File: src/rtl/spi_frame_pkg.sv
// Shared types and constants for the SPI frame handler.
// The optional frame CRC is enabled by defining FRAME_CRC_EN.
package spi_frame_pkg;

  localparam logic [7:0] CRC8_POLY = 8'h07;
  localparam int ID_W  = 32;
  localparam int SEQ_W = 8;
  localparam int CRC_W = 8;

  typedef enum logic [2:0] {
    IDLE,
    CHECK,
    VERIFY,
    COMMIT,
    ERROR
  } state_t;

  function automatic int payload_w(input int bs);
    return bs - ID_W - SEQ_W - CRC_W;
  endfunction

endpackage

File: src/rtl/spi_frame_handler_crc8.sv
// One byte step of CRC-8 (poly 0x07, MSB first, no reflection).
// Combinational; chained one byte per clock by the frame handler.
module crc8_byte
  import spi_frame_pkg::*;
(
  input  logic [7:0] crc_in,
  input  logic [7:0] data,
  output logic [7:0] crc_out
);

  logic [7:0] c;

  always_comb begin
    c = crc_in ^ data;
    for (int i = 0; i < 8; i++) begin
      if (c[7]) c = {c[6:0], 1'b0} ^ CRC8_POLY;
      else      c = {c[6:0], 1'b0};
    end
    crc_out = c;
  end

endmodule

File: src/rtl/spi_frame_handler.sv
// Unpacks, checks and commits SPI frames; builds the tx response frame.
// Define FRAME_CRC_EN to check rx CRC and generate tx CRC.
module spi_frame_handler
  import spi_frame_pkg::*;
#(
  parameter int              BUFFER_SIZE = 128,
  parameter logic [ID_W-1:0] TX_ID       = 32'h64617461,
  parameter int              MAX_ERR     = 4,
  localparam int             PW = payload_w(BUFFER_SIZE)
)(
  input  logic                   clk,
  input  logic                   rst,
  input  logic [BUFFER_SIZE-1:0] rx_data,
  input  logic                   rx_sync,
  input  logic                   pkg_timeout,
  input  logic [PW-1:0]          in_payload,
  output logic [PW-1:0]          out_payload,
  output logic                   out_valid,
  output logic                   out_enable,
  output logic [BUFFER_SIZE-1:0] tx_data,
  output logic                   seq_gap,
  output logic [15:0]            frame_count,
  output logic [7:0]             err_count
);

  localparam int BS = BUFFER_SIZE;
  localparam int NB = BS / 8;
  localparam int CW = $clog2(MAX_ERR + 1);

  state_t state, state_nx;

  logic [BS-1:0]    rbuf;
  logic [BS-9:0]    tbuf;
  logic [SEQ_W-1:0] rx_seq, last_seq;
  logic             seq_known;
  logic             en_q;
  logic [CW-1:0]    consec_err, consec_nx;
  logic [8:0]       err_sum;
  logic             snap, commit, fail, overrun;
  logic             crc_ok, last_byte;
  logic [7:0]       tx_crc_fin;

  assign snap    = (state == IDLE) && rx_sync;
  assign overrun = (state != IDLE) && rx_sync;
  assign rx_seq  = rbuf[CRC_W+PW +: SEQ_W];

`ifdef FRAME_CRC_EN
  localparam bit CRC_ON = 1'b1;
  localparam int IW = $clog2(NB);

  logic [IW-1:0] byte_idx;
  logic [7:0]    rx_crc, tx_crc;
  logic [7:0]    rx_crc_nx, tx_crc_nx;
  logic [7:0]    rx_byte, tx_byte;

  // byte 0 is the most significant byte of each buffer
  assign rx_byte = rbuf[8*(NB-1-int'(byte_idx)) +: 8];
  assign tx_byte = tbuf[8*(NB-2-int'(byte_idx)) +: 8];

  crc8_byte u_rx_crc (
    .crc_in  (rx_crc),
    .data    (rx_byte),
    .crc_out (rx_crc_nx)
  );

  crc8_byte u_tx_crc (
    .crc_in  (tx_crc),
    .data    (tx_byte),
    .crc_out (tx_crc_nx)
  );

  always_ff @(posedge clk) begin
    if (rst) begin
      rx_crc   <= '0;
      tx_crc   <= '0;
      byte_idx <= '0;
    end else if (snap) begin
      rx_crc   <= '0;
      tx_crc   <= '0;
      byte_idx <= '0;
    end else if (state == CHECK) begin
      rx_crc   <= rx_crc_nx;
      tx_crc   <= tx_crc_nx;
      byte_idx <= byte_idx + IW'(1);
    end
  end

  assign crc_ok     = (rx_crc == rbuf[CRC_W-1:0]);
  assign last_byte  = (byte_idx == IW'(NB-2));
  assign tx_crc_fin = tx_crc;
`else
  localparam bit CRC_ON = 1'b0;

  logic unused_rx;

  assign unused_rx  = ^{rbuf[BS-1 -: ID_W], rbuf[CRC_W-1:0]};
  assign crc_ok     = 1'b1;
  assign last_byte  = 1'b1;
  assign tx_crc_fin = 8'h00;
`endif

  always_ff @(posedge clk) begin
    if (rst) state <= IDLE;
    else     state <= state_nx;
  end

  always_comb begin
    state_nx = state;
    commit   = 1'b0;
    fail     = 1'b0;
    unique case (state)
      IDLE: begin
        if (rx_sync) state_nx = CRC_ON ? CHECK : COMMIT;
      end
      CHECK: begin
        if (last_byte) state_nx = VERIFY;
      end
      VERIFY: begin
        state_nx = crc_ok ? COMMIT : ERROR;
      end
      COMMIT: begin
        commit   = 1'b1;
        state_nx = IDLE;
      end
      ERROR: begin
        fail     = 1'b1;
        state_nx = IDLE;
      end
      default: state_nx = IDLE;
    endcase
  end

  assign consec_nx = (consec_err == CW'(MAX_ERR))
                   ? consec_err : consec_err + CW'(1);

  // a bad frame and an overrun can land on the same edge
  assign err_sum = {1'b0, err_count}
                 + {8'd0, overrun}
                 + {8'd0, fail};

  always_ff @(posedge clk) begin
    if (rst) begin
      rbuf        <= '0;
      tbuf        <= '0;
      out_payload <= '0;
      out_valid   <= 1'b0;
      seq_gap     <= 1'b0;
      frame_count <= '0;
      err_count   <= '0;
      tx_data     <= {TX_ID, {(BS-ID_W){1'b0}}};
      en_q        <= 1'b0;
      consec_err  <= '0;
      seq_known   <= 1'b0;
      last_seq    <= '0;
    end else begin
      out_valid <= 1'b0;
      seq_gap   <= 1'b0;
      err_count <= err_sum[8] ? 8'hFF : err_sum[7:0];
      if (snap) begin
        rbuf <= rx_data;
        tbuf <= {TX_ID,
                 rx_data[CRC_W+PW +: SEQ_W],
                 in_payload};
      end
      if (commit) begin
        out_payload <= rbuf[CRC_W +: PW];
        out_valid   <= 1'b1;
        frame_count <= frame_count + 16'd1;
        tx_data     <= {tbuf, tx_crc_fin};
        consec_err  <= '0;
        en_q        <= 1'b1;
        if (seq_known && rx_seq != last_seq + 8'd1)
          seq_gap <= 1'b1;
        last_seq  <= rx_seq;
        seq_known <= 1'b1;
      end
      if (fail) begin
        consec_err <= consec_nx;
        if (consec_nx == CW'(MAX_ERR)) en_q <= 1'b0;
      end
      // link timeout overrides a same-cycle commit
      if (pkg_timeout) begin
        en_q      <= 1'b0;
        seq_known <= 1'b0;
      end
    end
  end

  assign out_enable = en_q && !pkg_timeout;

endmodule

File: config.mk
export PLATFORM = sky130hd
export DESIGN_NAME = spi_frame_handler
export DESIGN_NICKNAME = d
export VERILOG_FILES = /design/src/rtl/spi_frame_pkg.sv /design/src/rtl/spi_frame_handler_crc8.sv /design/src/rtl/spi_frame_handler.sv
export SDC_FILE = /design/constraint.sdc
export NUM_CORES = 1
export LEC_CHECK = 0
export CORE_MARGIN = 4
export CORE_UTILIZATION = 40
export DETAILED_ROUTE_END_ITERATION = 7
export GPL_ROUTABILITY_DRIVEN = 1
export PLACE_DENSITY_LB_ADDON = 0.12
export SLEW_MARGIN = 15
export SYNTH_ARGS = -nofsm -noshare
export SYNTH_HDL_FRONTEND = slang
export SYNTH_HIERARCHICAL = 1
export SYNTH_SLANG_ARGS = --single-unit
File: constraint.sdc
create_clock -name clk -period 4.5 [get_ports clk]
set_clock_uncertainty 0.05 [all_clocks]
set_input_delay 1.35 -clock clk [delete_from_list [all_inputs] [get_ports clk]]
set_output_delay 1.35 -clock clk [all_outputs]
set_load 0.005 [all_outputs]
==> out/qor.yml, run 1 <==
outcome:
  run_status: "finished clean"
synthesis:
  leading_area_contributor_after_synthesis: "dfxtp_1"
  synth_enable_flop_cells: 0
  yosysWarnings: 6
  netlist_top_cells_area: "dfxtp_1, nand2_1, a21oi_1"
  most_frequently_used_flop_master_after_synthesis: "dfxtp_1"
  synthCells: 1679
  synth.cell_area_mm2: 0.01323
  synth_seq_area_share_pct: 55.67
  synth.distinct_cells: 35
  synth.top_cells.by_count: "nand2_1, dfxtp_1, a21oi_1"
  post-synth-top-count-cell: "nand2_1"
  synth_async_sr_flop_share_pct: 0
  syn_avg_cell_area_um2: 7.881
  synth_seq_cells: 368
  synth.top_cell.area_share_pct: 55.67
clocking:
  ctsHtreeMaxLevel: 2
  clkTransAtPathRegs_ps: 60
  clock-root-buffer: "clkbuf_16"
  cts.sinks: 368
  postCtsSetupRepairBufs: 0
  post_cts_resize_count: 0
  cts_tree: "yes"
  clock_latency_ps: 510
  ctsHoldBuffers: 0
  cts_made_buffers: 40
  ctsLongestPathBuffers: 3
place:
  io_buffers: 379
  place.detailed.hpwl_mm: 23.49
  placement.setup.worst_slack_ps: 675.7
  weighted_congestion_reported_at_the_end_of_routability_driven_placement: 0.8125
  place_inst: 2382
routing:
  firstDrtPassIters: 5
  drc_errors: 0
  detail-route-antenna-nets: 0
  avgViaCountPerCell: 4.779
  drt_iter0_markers: 662
  detail_route.wirelength_mm: 37.21
  post_drt_wl_per_cell_um: 15.18
  dr_total_vias: 11713
power:
  power_frac_clock_pct: 42.9
  intPower_w: 0.005445
  power_per_cell_area_mw_per_mm2: 385.9
  power.ir.vdd_worst_mv: 0.2192
  static_power_due_to_leakage_nw: 6.325
  power.net_switching_w: 0.001620
  seqPwrFrac_pct: 48.6
  switching_share_pct: 22.93
  total_power_w: 0.007066
  combinationalPowerShare_pct: 8.4
die:
  floorplan.rows: 66
  die_width_um: 189.9
  floorplan.die.height_um: 189.9
  design.die.area_mm2: 0.03606
  initial_utilization_pct: 40.57
  coreArea_mm2: 0.03262
  pin_count: 447
sta:
  timing.final.max_slew_violations: 0
  postLayoutSetupSlackWorst_ps: 677.2
  tightestPinTransition_ps: 863.3
  slew_headroom_pct: 42.44
  final-hold-violation-count: 0
  period_minus_slack_ps: 3823
  totalNegativeSetupSlack_ps: 0
  rsz0062_at_grt: "false"
  fmaxAchievable_mhz: 261.6
  timing.final.crit_share_pct: 84.95
  timing.final.setup_violations: 0
final_layout:
  drive_above_1_share_pct: 3.791
  finish.net_count: 2198
  num-fill-cells: 3063
  final_cell_count_no_fill: 2451
  finalCoreUtilization_pct: 56.13
  synthToLayoutAreaGrowth_pct: 38.35
worst_setup_path:
  r2r_slack_ps: 2310
  critPathLaunchType: "input pin"
  biggest_fanout_along_the_worst_timing_path: 3
  cp.arrival_ps: 2420
  timing_worst_setup_path_type: "in2out"
  end_kind: "output pin"
  cp_data_required_time_ps: 3100
min_path:
  timing.hold.worst.class: "reg2reg"
grt:
  initial_antenna_violation_count: 6
  global_route_wire_length_before_repair_mm: 57.51
  grtUsageTotal_pct: 19.24
  gr_overflow_total: 0
  pin_count_of_the_biggest_net_entering_global_routing: 170
  first_global_vias: 10760
run:
  max_cap_violations: 0
## sequential cells by signal (all words and copies together) (netlist names)
| name | flops |
|---|---|
| last_seq | 7 |
| state | 2 |
| seq_gap | 1 |
| err_count | 8 |
| frame_count | 16 |
| out_payload | 80 |
| tx_data | 82 |
| en_q | 1 |
| out_valid | 1 |
| rbuf | 87 |
| seq_known | 1 |
| tbuf | 82 |
## area by class of cell
cell class,instances,area [um2],area share (%)
multi-input cells,1169,5165,28.21
clock buffers,62,1185,6.472
clock inverters,3,18.77,0.1025
diodes,4,10.01,0.05467
well taps,442,553.0,3.021
flip-flops and latches,368,7367,40.24
inverters,12,45.04,0.2460
repair buffers,391,3964,21.65
## worst max-delay path, stage by stage
cell and delay, ps:
clkdlybuf4s50_1 450, nor2b_1 120, clkdlybuf4s50_1 510
## power by group through the flow
stage / clock [W] / combinational, W / sequential (W)
global placement: 0 / 0.000599 / 0.00350
floorplan: 0 / 0.000330 / 0.00350
CTS: 0.00312 / 0.000606 / 0.00343
global route: 0.00325 / 0.000661 / 0.00345
finish: 0.00303 / 0.000597 / 0.00344
detailed placement: 0 / 0.000603 / 0.00351
## path summary, 6_finish.rpt
path | end | cells past startpoint | startpoint
setup / recovery | out_enable | 3 | pkg_timeout
hold / removal | out_payload[4] | 2 | rbuf[12]
setup reg to reg | tx_data[54] | 4 | state[1]
hold reg to reg | out_payload[4] | 2 | rbuf[12]
## logic make-up (layout without fill, tap and decap cells)
kind of cell             Yosys count  count (layout)  share of synthesized area [%]
adder cells (fa/ha/maj)            4               4                         0.3782
XOR/XNOR                          26              26                          1.721
buffers and inverters            168             468                          6.184
flip-flops                       368             368                          55.67
other                              1              31                        0.02834
AO/OA/AOI/OAI                    360             360                          13.76
AND/OR/NAND/NOR                  752             752                          22.26
## placed cells by master (no fill, tap or decap), drive strengths merged
master | synthesis | layout
nand2 | 686 | 686
clkdlybuf4s50 | 0 | 378
dfxtp | 368 | 368
a21oi | 349 | 349
clkbuf | 71 | 62
conb | 1 | 27
nor2 | 22 | 22
xnor2 | 21 | 21
inv | 12 | 13
buf | 85 | 13
nor3 | 11 | 11
nand3 | 11 | 11
or3 | 6 | 6
and3 | 6 | 6
o21ai | 5 | 5
xor2 | 5 | 5
diode | 0 | 4
ha | 4 | 4
nor2b | 2 | 2
and2 | 2 | 2
a211oi | 2 | 2
clkinv | 0 | 2
nand4 | 2 | 2
nor4 | 2 | 2
nand3b | 1 | 1
a31oi | 1 | 1
o2111a | 1 | 1
a41oi | 1 | 1
o31ai | 1 | 1
or2 | 1 | 1
## per-stage QoR
| step | hold slack, ps | cell area (um2) |
|---|---|---|
| 6_report | 393.7 | 18310 |
| 2_1_floorplan | 362.4 | 13330 |
| 3_5_place_dp | 391.9 | 17090 |
| 5_1_grt | 406.7 | 18310 |
| 3_3_place_gp | 385.1 | 17090 |
| 4_1_cts | 393.1 | 18300 |
## layer usage
| metal | vias up | GRT usage (%) | share of wire (%) |
|---|---|---|---|
| li1 | 5930 | - | - |
| met5 | - | 0 | 0.089 |
| met3 | 67 | 6.807 | 8.6 |
| met1 | 5404 | 23.77 | 41 |
| met2 | 308 | 31.38 | 47 |
| met4 | 4 | 6.566 | 3.0 |
Note: power is estimated with default switching activity, not from simulation.
==> inputs of run 2 (changes only) <==
- clock period: 4.5 -> 3.1 ns (I/O delays scaled with it)
==> out/qor.yml, run 2 (same netlist as run 1, synthesis figures left out) <==
clocking:
  ctsHoldBuffers: 0  # unchanged
  cts_tree: "yes"
  ctsLongestPathBuffers: 3  # unchanged
  clkTransAtPathRegs_ps: 60  # about the same
  clock-root-buffer: "clkbuf_16"
  cts_made_buffers: 39  # -2.5%
  cts.sinks: 368  # unchanged
  ctsHtreeMaxLevel: 2  # unchanged
  post_cts_resize_count: 0  # unchanged
  postCtsSetupRepairBufs: 0  # unchanged
  clock_latency_ps: 510  # about the same
die:
  pin_count: 447  # unchanged
  initial_utilization_pct: 40.57  # unchanged
  coreArea_mm2: 0.03262  # unchanged
  die_width_um: 189.9  # unchanged
  floorplan.die.height_um: 189.9  # unchanged
  floorplan.rows: 66  # unchanged
  design.die.area_mm2: 0.03606  # unchanged
sta:
  fmaxAchievable_mhz: 335.1
  timing.final.setup_violations: 0  # unchanged
  totalNegativeSetupSlack_ps: 0  # unchanged
  timing.final.crit_share_pct: 96.27
  rsz0062_at_grt: "false"
  tightestPinTransition_ps: 861.5  # -1.816 ps
  period_minus_slack_ps: 2984
  slew_headroom_pct: 42.56  # +0.12 points
  postLayoutSetupSlackWorst_ps: 115.5  # -561.6 ps
  final-hold-violation-count: 0  # unchanged
  timing.final.max_slew_violations: 0  # unchanged
grt:
  global_route_wire_length_before_repair_mm: 58.56  # +1.8%
  grtUsageTotal_pct: 19.65  # +0.40 points
  first_global_vias: 11030  # +2.5%
  initial_antenna_violation_count: 5  # -1
  gr_overflow_total: 0  # unchanged
  pin_count_of_the_biggest_net_entering_global_routing: 80  # -53%
worst_setup_path:
  cp.arrival_ps: 2000  # -420 ps
  end_kind: "output pin"
  cp_data_required_time_ps: 2120  # -980 ps
  biggest_fanout_along_the_worst_timing_path: 3  # unchanged
  worst_path_largest_cell_delay_ps: 510  # about the same
  critPathLaunchType: "input pin"
  critical_path.n_buffers_inverters: 2  # unchanged
  timing_worst_setup_path_type: "in2out"
  crit_chain: "clkdlybuf4s50_1 -> nor2b_1 -> clkdlybuf4s50_1"
  cpLargestDelayFamily: "buffers and inverters"
  cpMaxStageDelayCell: "clkdlybuf4s50_1"
  crit_top_cell: "clkdlybuf4s50_1"
routing:
  firstDrtPassIters: 4  # -1
  avgViaCountPerCell: 4.775  # about the same
  drt_iter0_markers: 637  # -3.8%
  detail_route.wirelength_mm: 37.35  # +0.38%
  drc_errors: 0  # unchanged
  detail-route-antenna-nets: 0  # unchanged
  post_drt_wl_per_cell_um: 15.14  # -0.27%
  dr_total_vias: 11779  # +0.56%
final_layout:
  largestRegisters: "rbuf: 87 flops, tbuf: 82 flops, tx_data: 82 flops"
  drive_above_1_share_pct: 4.750  # +0.96 points
  largest_register_ffs: 87  # unchanged
  mostFrequentLayoutCell: "nand2_1"
  synthToLayoutAreaGrowth_pct: 40.43
  layout_common_cells: "nand2_1, clkdlybuf4s50_1, dfxtp_1"
  finish.net_count: 2213  # +0.68%
  finalCoreUtilization_pct: 56.97  # +0.84 points
  largest-register: "rbuf"
run:
  max_cap_violations: 0  # unchanged
place:
  place.detailed.hpwl_mm: 24.58  # +4.6%
  weighted_congestion_reported_at_the_end_of_routability_driven_placement: 0.7800  # -4.0%
  io_buffers: 379  # unchanged
  placement.setup.worst_slack_ps: 116.3  # -559.4 ps
power:
  power_per_cell_area_mw_per_mm2: 560.9  # +45%
  static_power_due_to_leakage_nw: 6.470  # +2.3%
  power.ir.vdd_worst_mv: 0.3572  # +63%
min_path:
  timing.hold.worst.class: "reg2reg"
outcome:
  run_status: "finished clean"
## run 2: stage by stage
step / total power [W] / instance area (um2) / cells / hold WS [ps]
6_report: 0.01042 / 18580 / 2467 / 396.5
4_1_cts: 0.01057 / 18570 / 2463 / 397.6
3_3_place_gp: 0.006000 / 17330 / 2398 / 384.9
5_1_grt: 0.01089 / 18580 / 2467 / 407.6
2_1_floorplan: 0.005553 / 13330 / 1705 / 362.4
3_5_place_dp: 0.006013 / 17330 / 2398 / 392.7
## run 2: final cells by class
| class | count | area, um2 |
|---|---|---|
| clock buffer | 57 | 1156 |
| multi-input combinational | 1169 | 5165 |
| inverter | 12 | 45.04 |
| antenna | 4 | 10.01 |
| sequential | 368 | 7367 |
| clock inverter | 8 | 90.09 |
| fill | 3051 | 14040 |
| timing repair buffer | 407 | 4197 |
| tap | 442 | 553.0 |
## run 2: final timing paths
path / depth (start not counted) / from / end / slack, ps
max reg2reg: 8 / state[1] / err_count[0] / 1000
min: 2 / tbuf[17] / tx_data[25] / 400
max: 3 / pkg_timeout / out_enable / 120
min reg2reg: 2 / tbuf[17] / tx_data[25] / 400
## run 2: metal layers
metal  global-route usage, %  part of all wire (%)  vias to the layer above
met5                       0                 0.032                        -
met4                   6.650                   3.2                        2
met3                   6.771                   9.0                       74
met2                   32.48                    47                      331
met1                   24.04                    41                     5409
li1                        -                     -                     5963
## run 2: power breakdown
| group | switching (W) | internal (W) | total (W) | leakage (nW) |
|---|---|---|---|---|
| logic | 0.000479 | 0.000435 | 0.000914 | 2.86 |
| clock network | 0.00179 | 0.00274 | 0.00452 | 0.618 |
| registers | 0.0000895 | 0.00490 | 0.00499 | 2.99 |
## run 2: tightest hold or removal path, delay by kind of cell, from the launching register on
| family | cells | cell delay (ps) |
|---|---|---|
| compound gates | 1 | 50 |
| flops | 1 | 310 |
| simple gates | 1 | 50 |
